$ cat src/rtl/alu_seq_ctrl.sv
// alu_seq_ctrl: single-command sequencer in front of ALU_TOP.
// Accepts one operation over a valid/ready handshake and drives the ALU
// operands from registers. It waits ALU_LAT cycles, then captures the
// addressed unit's result and flag into a held response.
// Optional feature macro: ALU_SEQ_CLK_GATE_EN. When it is defined,
// o_alu_clk_en is a registered enable that is high only in EXEC and CAPT.
// When it is not defined, o_alu_clk_en is tied to 1.
module alu_seq_ctrl #(
   parameter int OPRND_W = 16,
   parameter int RES_W   = 32,
   parameter int ALU_LAT = 1
) (
   input  logic               i_clk,
   input  logic               i_rst_n,
   // command channel
   input  logic               i_cmd_valid,
   output logic               o_cmd_ready,
   input  logic [OPRND_W-1:0] i_cmd_a,
   input  logic [OPRND_W-1:0] i_cmd_b,
   input  logic [3:0]         i_cmd_fun,
   // ALU drive
   output logic [OPRND_W-1:0] o_alu_a,
   output logic [OPRND_W-1:0] o_alu_b,
   output logic [3:0]         o_alu_fun,
   output logic               o_alu_clk_en,
   // ALU results
   input  logic [RES_W-1:0]   i_arith_out,
   input  logic               i_arith_flag,
   input  logic               i_carry_out,
   input  logic [OPRND_W-1:0] i_logic_out,
   input  logic               i_logic_flag,
   input  logic [OPRND_W-1:0] i_cmp_out,
   input  logic               i_cmp_flag,
   input  logic [OPRND_W-1:0] i_shift_out,
   input  logic               i_shift_flag,
   // response channel
   output logic               o_rsp_valid,
   input  logic               i_rsp_ready,
   output logic [RES_W-1:0]   o_rsp_data,
   output logic               o_rsp_flag,
   output logic               o_rsp_carry,
   output logic               o_busy
);

   typedef enum logic [1:0] {
      S_IDLE = 2'd0,
      S_EXEC = 2'd1,
      S_CAPT = 2'd2,
      S_RESP = 2'd3
   } state_t;

   localparam int CNT_W = (ALU_LAT > 1) ? $clog2(ALU_LAT) : 1;
   localparam logic [CNT_W-1:0] CNT_LAST = CNT_W'(ALU_LAT - 1);
   localparam int PAD_W = RES_W - OPRND_W;

   state_t             r_state;
   state_t             w_next_state;
   logic               r_ready_en;
   logic [CNT_W-1:0]   r_cnt;
   logic [OPRND_W-1:0] r_alu_a;
   logic [OPRND_W-1:0] r_alu_b;
   logic [3:0]         r_alu_fun;
   logic [RES_W-1:0]   r_rsp_data;
   logic               r_rsp_flag;
   logic               r_rsp_carry;
   logic               w_accept;
   logic [RES_W-1:0]   w_sel_data;
   logic               w_sel_flag;
   logic               w_sel_carry;

   // The ready gate stays low through reset and opens on the first edge after release.
   assign o_cmd_ready = (r_state == S_IDLE) && r_ready_en;
   assign w_accept    = i_cmd_valid && o_cmd_ready;

   // Next-state logic: IDLE -> EXEC -> CAPT -> RESP -> IDLE.
   always_comb begin
      // NOTE: assign a default first so that no path through the block can infer a latch.
      w_next_state = r_state;
      case (r_state)
         S_IDLE: if (w_accept) w_next_state = S_EXEC;
         S_EXEC: if (r_cnt == CNT_LAST) w_next_state = S_CAPT;
         S_CAPT: w_next_state = S_RESP;
         S_RESP: if (i_rsp_ready) w_next_state = S_IDLE;
         default: w_next_state = S_IDLE;
      endcase
   end

   // State register.
   always_ff @(posedge i_clk or negedge i_rst_n) begin
      // NOTE: sequential state uses non-blocking assignments, so every register samples pre-edge values.
      if (!i_rst_n) r_state <= S_IDLE;
      else          r_state <= w_next_state;
   end

   // Result select by unit. The 16-bit units are zero-extended into the response width.
   always_comb begin
      w_sel_data  = i_arith_out;
      w_sel_flag  = i_arith_flag;
      w_sel_carry = 1'b0;
      case (r_alu_fun[3:2])
         2'b00: begin
            w_sel_data  = i_arith_out;
            w_sel_flag  = i_arith_flag;
            w_sel_carry = i_carry_out;
         end
         2'b01: begin
            w_sel_data = {{PAD_W{1'b0}}, i_logic_out};
            w_sel_flag = i_logic_flag;
         end
         2'b10: begin
            w_sel_data = {{PAD_W{1'b0}}, i_cmp_out};
            w_sel_flag = i_cmp_flag;
         end
         default: begin
            w_sel_data = {{PAD_W{1'b0}}, i_shift_out};
            w_sel_flag = i_shift_flag;
         end
      endcase
   end

   // Operand hold registers, latency counter and response capture.
   always_ff @(posedge i_clk or negedge i_rst_n) begin
      if (!i_rst_n) begin
         r_ready_en  <= 1'b0;
         r_cnt       <= '0;
         r_alu_a     <= '0;
         r_alu_b     <= '0;
         r_alu_fun   <= '0;
         r_rsp_data  <= '0;
         r_rsp_flag  <= 1'b0;
         r_rsp_carry <= 1'b0;
      end else begin
         r_ready_en <= 1'b1;
         if (w_accept) begin
            r_alu_a   <= i_cmd_a;
            r_alu_b   <= i_cmd_b;
            r_alu_fun <= i_cmd_fun;
            r_cnt     <= '0;
         end else if (r_state == S_EXEC) begin
            r_cnt <= r_cnt + 1'b1;
         end
         if (r_state == S_CAPT) begin
            r_rsp_data  <= w_sel_data;
            r_rsp_flag  <= w_sel_flag;
            r_rsp_carry <= w_sel_carry;
         end
      end
   end

`ifdef ALU_SEQ_CLK_GATE_EN
   logic r_alu_clk_en;

   // Registered gate enable. It goes high at the accepting edge and low at the CAPT exit edge.
   always_ff @(posedge i_clk or negedge i_rst_n) begin
      if (!i_rst_n) r_alu_clk_en <= 1'b0;
      else          r_alu_clk_en <= (w_next_state == S_EXEC) || (w_next_state == S_CAPT);
   end

   assign o_alu_clk_en = r_alu_clk_en;
`else
   assign o_alu_clk_en = 1'b1;
`endif

   assign o_alu_a     = r_alu_a;
   assign o_alu_b     = r_alu_b;
   assign o_alu_fun   = r_alu_fun;
   assign o_rsp_valid = (r_state == S_RESP);
   assign o_rsp_data  = r_rsp_data;
   assign o_rsp_flag  = r_rsp_flag;
   assign o_rsp_carry = r_rsp_carry;
   assign o_busy      = (r_state != S_IDLE);

endmodule

$ cat config.mk
export PLATFORM = sky130hd
export DESIGN_NAME = alu_seq_ctrl
export DESIGN_NICKNAME = d
export VERILOG_FILES = /design/src/rtl/alu_seq_ctrl.sv
export SDC_FILE = /design/constraint.sdc
export NUM_CORES = 1
export LEC_CHECK = 0
export CORE_MARGIN = 1.5
export CORE_UTILIZATION = 35
export CTS_BUF_LIST = sky130_fd_sc_hd__clkbuf_4
export CTS_CLUSTER_DIAMETER = 60
export DETAILED_ROUTE_END_ITERATION = 8
export PLACE_DENSITY = 0.75
export SLEW_MARGIN = 20
export SYNTH_ARGS = -nofsm -noshare
export SYNTH_HDL_FRONTEND = slang
export SYNTH_SLANG_ARGS = --single-unit
$ cat constraint.sdc
create_clock -name i_clk -period 1.7 [get_ports i_clk]
set_clock_uncertainty 0.05 [all_clocks]
set_input_delay 0.51 -clock i_clk [delete_from_list [all_inputs] [get_ports i_clk]]
set_output_delay 0.51 -clock i_clk [all_outputs]
set_load 0.05 [all_outputs]
; Word-level counts from Yosys, hierarchy flattened
; Cells that the tools add are included.
[totals]
register_bits = 74
in_bits = 125
out_inout_bits = 74
[classes]
n_addsub = 1
eq_ne = 8
n_mux = 9
n_reduce_logical = 7
[ops]
columns = cell, count
row1 = one-hot mux 32 bit (3 select lines), 1
row2 = one-hot mux 2 bit (4 select lines), 1
row3 = == test 2 bit (second input constant), 3
row4 = two-way mux 2 bit, 3
row5 = == test 2 x 1 -> 1 bit (second input constant), 2
row6 = zero test 2 bit, 2
row7 = inequality test 2 bit (second input constant), 2
row8 = nonzero test 2 bit, 2
row9 = two-way mux 1 bit, 3
row10 = one-hot mux 1 bit (3 select lines), 1
row11 = AND reduction 3 bit, 1
row12 = logical AND 1 bit, 2
row13 = inequality test 2 x 1 -> 1 bit (second input constant), 1
row14 = adder 1 bit (second input constant), 1

; Longest topological paths before layout
; Gate-level depths: netlist of the first run.
[logic_depth]
word_depth = 5
mapped_depth = 6
mapped_depth_nobuf = 5

; Worst setup path before layout of the first run
; Ideal clock, no wire load.
[synth_timing]
path_kind = reg2reg
from = reg r_state[0]
to = reg r_alu_fun[2], in the netlist o_alu_fun[2]
setup_ps = 125
arrival_ps = 1620
setup_slack_ps = -94
stages_incl_launch_ff = 7
n_path_buf = 1
cell_sequence = dfrtp_1 > inv_1 > ha_1 > and2_2 > nand2_2 > buf_6 > mux2_2
[synth_between]
elab_chain_len = 3
[synth_rtl]
columns = item, line_no
row1 = from (decl), 56  ; state_t r_state;
row2 = from (signal assigned), 92  ; else r_state <= w_next_state;
row3 = zero test 2 bit, 72  ; assign o_cmd_ready = (r_state == S_IDLE) && r_ready_en;
row4 = logical AND 1 bit, 72
row5 = net o_cmd_ready, 17  ; output logic o_cmd_ready,
row6 = logical AND 1 bit, 73  ; assign w_accept = i_cmd_valid && o_cmd_ready;
row7 = to (signal assigned), 137  ; r_alu_fun <= i_cmd_fun;
row8 = to (decl), 62  ; logic [3:0] r_alu_fun;
; The timed path passes the listed nets, and every way through them passes these cells.
; A chain may end at the register's enable or synchronous reset.

; Worst setup path in the final report of the first run
[layout_timing]
from = reg r_state[1]
to = out o_cmd_ready
[layout_between]
elab_chain_len = 2
[layout_rtl]
columns = item, line_no
row1 = zero test 2 bit, 72
row2 = logical AND 1 bit, 72
row3 = to (decl), 17
; Every way passes these cells.

==> flow_summary.yaml, run 1 <==
yosys:
  yosys.cell_types.count: 24
  synth_simple_gate_area_frac: 0.0335
  synth_cells: 232
  yosysTopAreaCellShare: 0.556
  synth_top_family_by_area: "multiplexers"
  synth_fa_ha_area_frac: 0.0188
  syn-cell-area_sq_um: 3330
  yosys_warnings: 0
  netlist_top_cells_area: "dfrtp_1 56%, mux2_2 14%, a221o_1 5.4%, mux2i_1 5.4%, mux2_4 5.4%"
  ys_seq_area_frac: 0.556
  synth_compound_area_frac: 0.100
  synth-xor-area-share: 0.00263
  synth_top_area_cell: "dfrtp_1"
  synthMuxAreaShare: 0.250
  synth.avg_cell_area_sq_um: 14.3
  ys_seq_elements: 74
global_routing:
  grt_overflow: 0
  grt_max_degree: 35
  grt_first_pass_wirelength_um: 15000
  grt_usage: 0.194
  antenna_found_initial: 0
  grt_pass1_vias: 2972
clock_network:
  numCtsBuffers: 9
  cts.path.max_buffers: 2
  root_buffer: "clkbuf_4"
  htreeDepth: 3
  tritoncts: "done"
  clk_latency_ns: 0.41
  cts_sinks: 74
  clk_pin_slew_worst_paths_ns: 0.14
layout:
  num-nets-final: 584
  utilization: 0.723
  layout-area-overhead-vs-synth_pct: 101
  fin_cells: 588
  drive_above_1_share: 0.399
  fin_area_sq_um: 6680
  antenna_cells: 0
critical_path:
  cp-end-kind: "primary output"
  cp_max_fo: 3
  critPathArrivalTime_ns: 1.35
  start_kind: "flip-flop"
  r2r_cells: 7
  ff2ff_setup_slack_ns: -0.03
  reg2reg_from: "r_state[1]"
  r2r-end: "o_alu_a[5]"
  required_ns: 1.14
  critPathKind: "reg2out"
timing:
  rsz0062_at_grt: "true"
  timing.final.crit_share: 1.12
  setup_violations: 18
  fin_crit_ns: 1.91
  slew_violations: 0
  max_freq_mhz: 523
  hold_viol: 0
  worst_slack_ns: -0.212
placement:
  hpwlAfterDp_um: 7180
  gp_congestion: 0.701
  dpl_cell_area_sq_um: 6280
  dp.cells: 561
  port_buffers: 197
power_and_ir_drop:
  vdd_drop_max_mv: 1.17
  fin_total_pwr_mw: 14.4
  powerDensity_nw_per_um2: 2160
  cellLeakagePower_nw: 2.97
floorplanning:
  start_util: 0.360
  floorplan.io_pins: 199
  coreArea_sq_um: 9240
  die_y_um: 101
  die_x_um: 101
  dieArea_sq_um: 10100
  row_count: 35
run:
  drv_cap: 0
status:
  status: "finished with violations"
  violations: "setup timing"
routing:
  vias: 2786
  postRouteAntennaNets: 0
  drtIter0Drc: 42
  wl_per_cell_um: 16.8
  drc: 0
  via_per_inst: 4.74
  wl_um: 9860
  first_pass_iters: 4
worst_hold_path:
  worstHoldPathType: "in2async"
==> power by group <==
| part | internal [mW] | switching (mW) |
|---|---|---|
| combinational | 5.11 | 4.66 |
| sequential | 2.61 | 0.900 |
| clock | 0.467 | 0.660 |
==> flip-flops by register name, summed over array words and instances, names as in the netlist, 2 cells and up <==
signal      flops
o_rsp_data     32
o_alu_a        16
o_alu_b        16
r_state         2
o_alu_fun       4
==> stage by stage <==
step / worst slack [ns] / setup TNS [ns] / hold WS, ns
CTS: -0.230 / -0.653 / 0.436
global placement: -0.191 / -4.16 / 0.366
global route: -0.290 / -2.05 / 0.441
detailed placement: -0.211 / -4.72 / 0.372
finish: -0.212 / -0.733 / 0.457
floorplan: 0.00342 / 0 / 0.164
==> layer usage <==
layer | vias up | global-route usage | part of all wire
met2 | 105 | 0.349 | 0.54
met3 | 10 | 0.0485 | 0.062
met4 | 0 | 0.0553 | 0.0077
met1 | 1371 | 0.230 | 0.39
met5 | - | 0 | 0
li1 | 1300 | - | -
==> cell type report <==
| class | instances | area [sq um] |
|---|---|---|
| clock inverter | 6 | 66.3 |
| clock buffer | 10 | 75.1 |
| sequential | 74 | 1850 |
| multi-input combinational | 141 | 1450 |
| timing repair buffer | 224 | 3060 |
| inverter | 4 | 15.0 |
| tap | 129 | 161 |
| fill | 626 | 2560 |
==> cells in the final DEF, fill, tap and decap left out, types with 2 or more instances in the layout <==
| master | Yosys | final |
|---|---|---|
| mux2i_1 | 18 | 18 |
| mux2_2 | 42 | 35 |
| ha_4 | 0 | 3 |
| a22o_1 | 17 | 17 |
| clkdlybuf4s50_1 | 0 | 123 |
| conb_1 | 1 | 2 |
| buf_6 | 6 | 2 |
| mux2_4 | 12 | 19 |
| buf_12 | 0 | 79 |
| nor2_1 | 18 | 18 |
| buf_4 | 2 | 15 |
| ha_1 | 5 | 2 |
| dfrtp_2 | 0 | 2 |
| clkbuf_4 | 0 | 10 |
| inv_2 | 1 | 3 |
| clkinvlp_4 | 0 | 3 |
| a221o_1 | 18 | 18 |
| dfrtp_1 | 74 | 72 |
| clkbuf_16 | 0 | 3 |
==> Yosys cell counts <==
cell type  number
dfrtp_1        74
mux2_2         42
a221o_1        18
mux2i_1        18
nor2_1         18
a22o_1         17
mux2_4         12
buf_6           6
ha_1            5
clkbuf_1        3
inv_1           3
buf_2           2
buf_4           2
nand2_1         2
a21oi_1         1
and2_2          1
buf_1           1
conb_1          1
inv_2           1
nand2_2         1
nor2_2          1
nor2b_1         1
nor3_2          1
xnor2_1         1
==> repair_timing <==
item                       CTS  global route
hold buffers                 1             0
gates cloned                 1             3
setup endpoints to repair   32            57
pin swaps                    2             0
hold endpoints to repair    19             0
gates resized for setup     10            16
setup buffers                5             2
==> cell families after synthesis <==
group                    count (synthesis)
buffers and inverters                   18
XOR/XNOR                                 1
multiplexers                            72
AND/OR/NAND/NOR                         25
other                                    1
AO/OA/AOI/OAI                           36
adder cells (fa/ha/maj)                  5
flip-flops                              74
==> how the worst max path moves through the flow <==
stage / startpoint / slack, ns / end / depth (start not counted)
after floorplan: r_state[0] / 0.003 / r_state[1] / 4
after global placement: i_cmd_valid / -0.19 / r_state[1] / 4
after detailed placement: i_cmd_valid / -0.21 / r_state[1] / 4
after CTS: r_state[1] / -0.23 / o_cmd_ready / 4
after global routing: r_state[1] / -0.29 / o_cmd_ready / 4
final: r_state[1] / -0.21 / o_cmd_ready / 4
==> worst max-delay path: stages, from the launching register on <==
cell,delay (ns)
dfrtp_1,0.42
inv_2,0.09
ha_4,0.15
and2_4,0.15
buf_12,0.13
No activity file was read; power rests on OpenSTA's default activity.
==> run 2, diff against run 1 <==
--- a/config.mk
+++ b/config.mk
@@ -6,11 +6,13 @@
 export NUM_CORES = 1
 export LEC_CHECK = 0
 export CORE_MARGIN = 1.5
-export CORE_UTILIZATION = 35
+export CORE_UTILIZATION = 58
 export CTS_BUF_LIST = sky130_fd_sc_hd__clkbuf_4
 export CTS_CLUSTER_DIAMETER = 60
 export DETAILED_ROUTE_END_ITERATION = 8
-export PLACE_DENSITY = 0.75
+export DONT_BUFFER_PORTS = 1
+export PLACE_DENSITY = 0.72
+export SKIP_CTS_REPAIR_TIMING = 1
 export SLEW_MARGIN = 20
 export SYNTH_ARGS = -nofsm -noshare
 export SYNTH_HDL_FRONTEND = slang
==> run 2 against run 1 <==
- the flow finishes with violations (hold timing, setup timing)
- fmax down 1.6%
- via count shrank 26%
- cell count decreased by 44%
- largest cell class is now flip-flops and latches
- die area down 39%
- utilization is 3.3 points lower
- global-route usage up 3.1 points
- worst setup slack worse by 0.031 ns
==> flow_summary.yaml, run 2 (synthesis results as in run 1) <==
critical_path:
  cp_max_fo: 3
  critPathKind: "reg2out"
  cp-end-kind: "primary output"
  critPathArrivalTime_ns: 1.38
  start_kind: "flip-flop"
  required_ns: 1.14
layout:
  largest_reg_flops: 32
  layout-area-overhead-vs-synth_pct: 14.1
  drive_above_1_share: 0.401
  num-nets-final: 382
  fin_area_sq_um: 3800
  layout_common_cells: "72 x dfrtp_1, 42 x mux2_2, 18 x mux2i_1, 18 x nor2_1, 18 x a221o_1"
  layout_commonest_cell: "dfrtp_1"
  antenna_cells: 0
  num-fill-cells: 393
routing:
  first_pass_iters: 4
  vias: 2062
  wl_um: 7420
  postRouteAntennaNets: 0
  via_per_inst: 6.27
  drc: 0
  drtIter0Drc: 65
  wl_per_cell_um: 22.5
timing:
  timing.final.crit_share: 1.14
  whs_ns: -0.270
  slew_headroom: 0.647
  hold_viol: 74
  fin_crit_ns: 1.94
  worst_slack_ns: -0.243
  slew_violations: 0
  rsz0062_at_grt: "true"
  worstMarginPinSlew_ns: 0.530
  setup_violations: 3
  max_freq_mhz: 515
clock_network:
  clk_latency_ns: 0.41
  numCtsBuffers: 9
  root_buffer: "clkbuf_4"
  clk_pin_slew_worst_paths_ns: 0.12
  tritoncts: "done"
  htreeDepth: 3
  cts_sinks: 74
  cts.path.max_buffers: 2
placement:
  port_buffers: 0
  gp_congestion: 0.760
  hpwlAfterDp_um: 5350
  dpl_cell_area_sq_um: 3470
global_routing:
  grt_usage: 0.225
  grt_pass1_vias: 2116
  grt_overflow: 0
  antenna_found_initial: 0
  grt_first_pass_wirelength_um: 10400
  grt_max_degree: 75
worst_hold_path:
  worstHoldPathType: "in2async"
floorplanning:
  floorplan.io_pins: 199
  dieArea_sq_um: 6200
  start_util: 0.604
  row_count: 27
  die_y_um: 78.8
  die_x_um: 78.8
  coreArea_sq_um: 5510
run:
  drv_cap: 0
status:
  violations: "hold timing, setup timing"
  status: "finished with violations"
-- run 2: cell count changes in the layout (fill, tap and decap cells not counted), moves of 2 or more --
cell / previous run / this run
inv_4: 0 / 2
buf_12: 79 / 5
clkdlybuf4s50_1: 123 / 0
mux2_4: 19 / 12
clkinvlp_4: 3 / 0
clkinv_1: 0 / 2
mux2_2: 35 / 42
buf_4: 15 / 12
clkbuf_16: 3 / 1
buf_8: 0 / 2
-- run 2: final cells by class --
type / count / area (sq um) / share of cell area
timing repair buffer: 22 / 264 / 0.0695
tap: 72 / 90.1 / 0.0237
multi-input combinational: 141 / 1410 / 0.372
clock buffer: 10 / 75.1 / 0.0198
sequential: 74 / 1850 / 0.488
clock inverter: 6 / 81.3 / 0.0214
inverter: 4 / 20.0 / 0.00527
-- run 2: layer usage --
metal  GRT usage  routed length, um  part of all wire
met5           0                  0                 0
met1       0.240               2580              0.35
met4       0.127                252             0.034
met2       0.397               3940              0.53
met3      0.0667                644             0.087
-- run 2: critical path, stage by stage, from the launching register on --
cell     delay (ns)
dfrtp_1        0.41
inv_2          0.10
ha_4           0.15
and2_4         0.16
buf_8          0.15
-- run 2: metrics by stage --
stage	std cells	setup slack, ns	utilization	setup TNS (ns)	hold slack [ns]
after floorplan	233	0.00342	-	0	0.164
after global placement	304	0.0648	0.630	0	0.166
after global routing	329	-0.296	0.690	-1.34	-0.301
after detailed placement	304	-0.0585	0.630	-0.788	0.166
final	329	-0.243	0.690	-0.615	-0.270
after CTS	320	-0.420	0.658	-2.18	-0.295
-- run 2: worst paths after layout --
kind / from / end / slack (ns) / cells after the start
hold / removal: i_rst_n / o_rsp_data[17] / -0.27 / 0
setup / recovery: r_state[1] / o_cmd_ready / -0.24 / 4
hold reg to reg: r_cnt / r_cnt / 0.54 / 2
setup reg to reg: r_state[0] / o_rsp_data[30] / 0.03 / 9
max in group asynchronous: i_rst_n / o_alu_fun[2] / 1.76 / 0
min in group i_clk: i_cmd_valid / r_cnt / 0.13 / 1
Power of run 2 is left out: the tool's default activity adds up to more than one toggle a clock period on the data nets, which glitch-free logic cannot reach.
==> run 3, diff against run 2 <==
--- a/config.mk
+++ b/config.mk
@@ -5,13 +5,15 @@
 export SDC_FILE = /design/constraint.sdc
 export NUM_CORES = 1
 export LEC_CHECK = 0
+export CELL_PAD_IN_SITES_DETAIL_PLACEMENT = 0
+export CELL_PAD_IN_SITES_GLOBAL_PLACEMENT = 2
 export CORE_MARGIN = 1.5
-export CORE_UTILIZATION = 58
+export CORE_UTILIZATION = 36
 export CTS_BUF_LIST = sky130_fd_sc_hd__clkbuf_4
 export CTS_CLUSTER_DIAMETER = 60
 export DETAILED_ROUTE_END_ITERATION = 8
 export DONT_BUFFER_PORTS = 1
-export PLACE_DENSITY = 0.72
+export PLACE_DENSITY = 0.74
 export SKIP_CTS_REPAIR_TIMING = 1
 export SLEW_MARGIN = 20
 export SYNTH_ARGS = -nofsm -noshare
==> run 3 against run 2 <==
- the run still ends with hold timing, setup timing left
- sequential share of layout area shrank 0.34 points
- worst setup slack gained 0.028 ns
- non-clock buffer count is the same
- fmax grew 1.5%
- flip-flop and latch count is the same
- hold slack is essentially flat
- count of clock-buffer cells in the layout is the same
- highest routed layer unchanged
==> flow_summary.yaml, run 3 (synthesis results as in run 1) <==
status:
  status: "finished with violations"
  violations: "hold timing, setup timing"
floorplanning:
  coreArea_sq_um: 8850
  die_y_um: 99.2
  floorplan.io_pins: 199
  row_count: 34
  start_util: 0.376
  die_x_um: 99.2
  dieArea_sq_um: 9830
timing:
  max_freq_mhz: 522
  fin_crit_ns: 1.91
  setup_violations: 3
  hold_viol: 74
  whs_ns: -0.269
  rsz0062_at_grt: "true"
  slew_violations: 0
  timing.final.crit_share: 1.13
  worst_slack_ns: -0.215
placement:
  port_buffers: 0
  dpl_cell_area_sq_um: 3550
  dp_slack_ns: -0.0122
  hpwlAfterDp_um: 5500
  gp_congestion: 0.720
clock_network:
  root_buffer: "clkbuf_4"
  numCtsBuffers: 9
  tritoncts: "done"
  cts_sinks: 74
  clk_pin_slew_worst_paths_ns: 0.13
  clk_latency_ns: 0.39
  cts.path.max_buffers: 2
  htreeDepth: 3
layout:
  utilization: 0.439
  antenna_cells: 0
  drive_above_1_share: 0.490
  largest_reg_flops: 32
  layout-area-overhead-vs-synth_pct: 16.7
  layout_common_cells: "49 x dfrtp_1, 42 x mux2_2, 25 x dfrtp_2"
  fin_area_sq_um: 3880
  num-nets-final: 382
  layout_commonest_cell: "dfrtp_1"
routing:
  vias: 1999
  drc: 0
  drtIter0Drc: 60
  postRouteAntennaNets: 0
  first_pass_iters: 4
  via_per_inst: 5.48
  wl_per_cell_um: 21.2
  wl_um: 7750
critical_path:
  crit_chain: "inv_2 -> ha_4 -> buf_4 -> inv_2 -> buf_12"
  crit_top_cell: "inv_2"
  path_delay_family: "flip-flops"
  required_ns: 1.14
  start_kind: "flip-flop"
  critPathArrivalTime_ns: 1.35
  critPathMaxStageDelay_ns: 0.42
  cpMaxStageDelayCell: "dfrtp_1"
  crit_buf_inv: 4
  cp-end-kind: "primary output"
  critPathKind: "reg2out"
  cp_max_fo: 4
power_and_ir_drop:
  seqPwrFrac: 0.565
  intPower_mw: 5.24
  swShare: 0.505
  p_comb_frac: 0.287
  p_switching_mw: 5.35
  vdd_drop_max_mv: 0.782
  clkPwrFrac: 0.148
  cellLeakagePower_nw: 1.75
  powerDensity_nw_per_um2: 2730
global_routing:
  grt_max_degree: 75
  antenna_found_initial: 0
  grt_overflow: 0
  grt_pass1_vias: 2092
  grt_usage: 0.151
  grt_first_pass_wirelength_um: 11100
worst_hold_path:
  worstHoldPathType: "in2async"
run:
  drv_cap: 0
run 3: changes by cell type in the layout (fill, tap and decap cells not counted), sizes merged:
cell	before	now
buf	20	21
bufinv	2	4
clkbuf	12	11
clkinv	4	1
inv	4	5
run 3: power by group through the flow:
| stage | Sequential, mW | Combinational [mW] | Clock, mW |
|---|---|---|---|
| floorplan | 5.84 | 2.21 | 0 |
| global placement | 5.97 | 2.76 | 0 |
| detailed placement | 5.97 | 2.86 | 0 |
| CTS | 5.93 | 2.85 | 1.63 |
| global route | 6.10 | 3.33 | 1.70 |
| finish | 5.99 | 3.04 | 1.57 |
run 3: metal layers:
layer	wire length (um)	vias up	track usage
met1	2990	954	0.165
li1	-	895	-
met5	0	-	0
met4	59	0	0.0390
met3	897	6	0.0632
met2	3800	144	0.270
run 3: stage by stage:
step | instances | setup TNS [ns] | power (mW)
2_1_floorplan | 233 | 0 | 8.05
3_3_place_gp | 345 | 0 | 8.73
3_5_place_dp | 345 | -0.0399 | 8.83
4_1_cts | 361 | -1.42 | 10.4
5_1_grt | 365 | -1.04 | 11.1
6_report | 365 | -0.599 | 10.6
run 3: path summary, 6_finish.rpt:
check | slack [ns] | depth (start not counted) | end | from
max reg2reg | 0.06 | 6 | o_alu_a[2] | r_state[1]
min reg2reg | 0.53 | 2 | r_cnt | r_cnt
max | -0.21 | 5 | o_busy | r_state[1]
max in group asynchronous | 1.74 | 0 | o_alu_fun[3] | i_rst_n
min in group i_clk | 0.13 | 1 | r_cnt | i_cmd_valid
min | -0.27 | 0 | o_alu_b[8] | i_rst_n
run 3: final cells by class:
| cell class | count | area (sq um) |
|---|---|---|
| Timing Repair Buffer | 22 | 256 |
| Tap cell | 108 | 135 |
| Clock inverter | 6 | 138 |
| Fill cell | 832 | 4960 |
| Multi-Input combinational cell | 141 | 1380 |
| Inverter | 4 | 15.0 |
| Sequential cell | 74 | 1880 |
| Clock buffer | 10 | 75.1 |
run 3: worst reg2reg max path, stage by stage (launching register included):
cell	delay [ns]
dfrtp_1	0.42
inv_2	0.07
ha_4	0.16
and2_4	0.15
nand2_4	0.16
buf_12	0.18
mux2_2	0.35
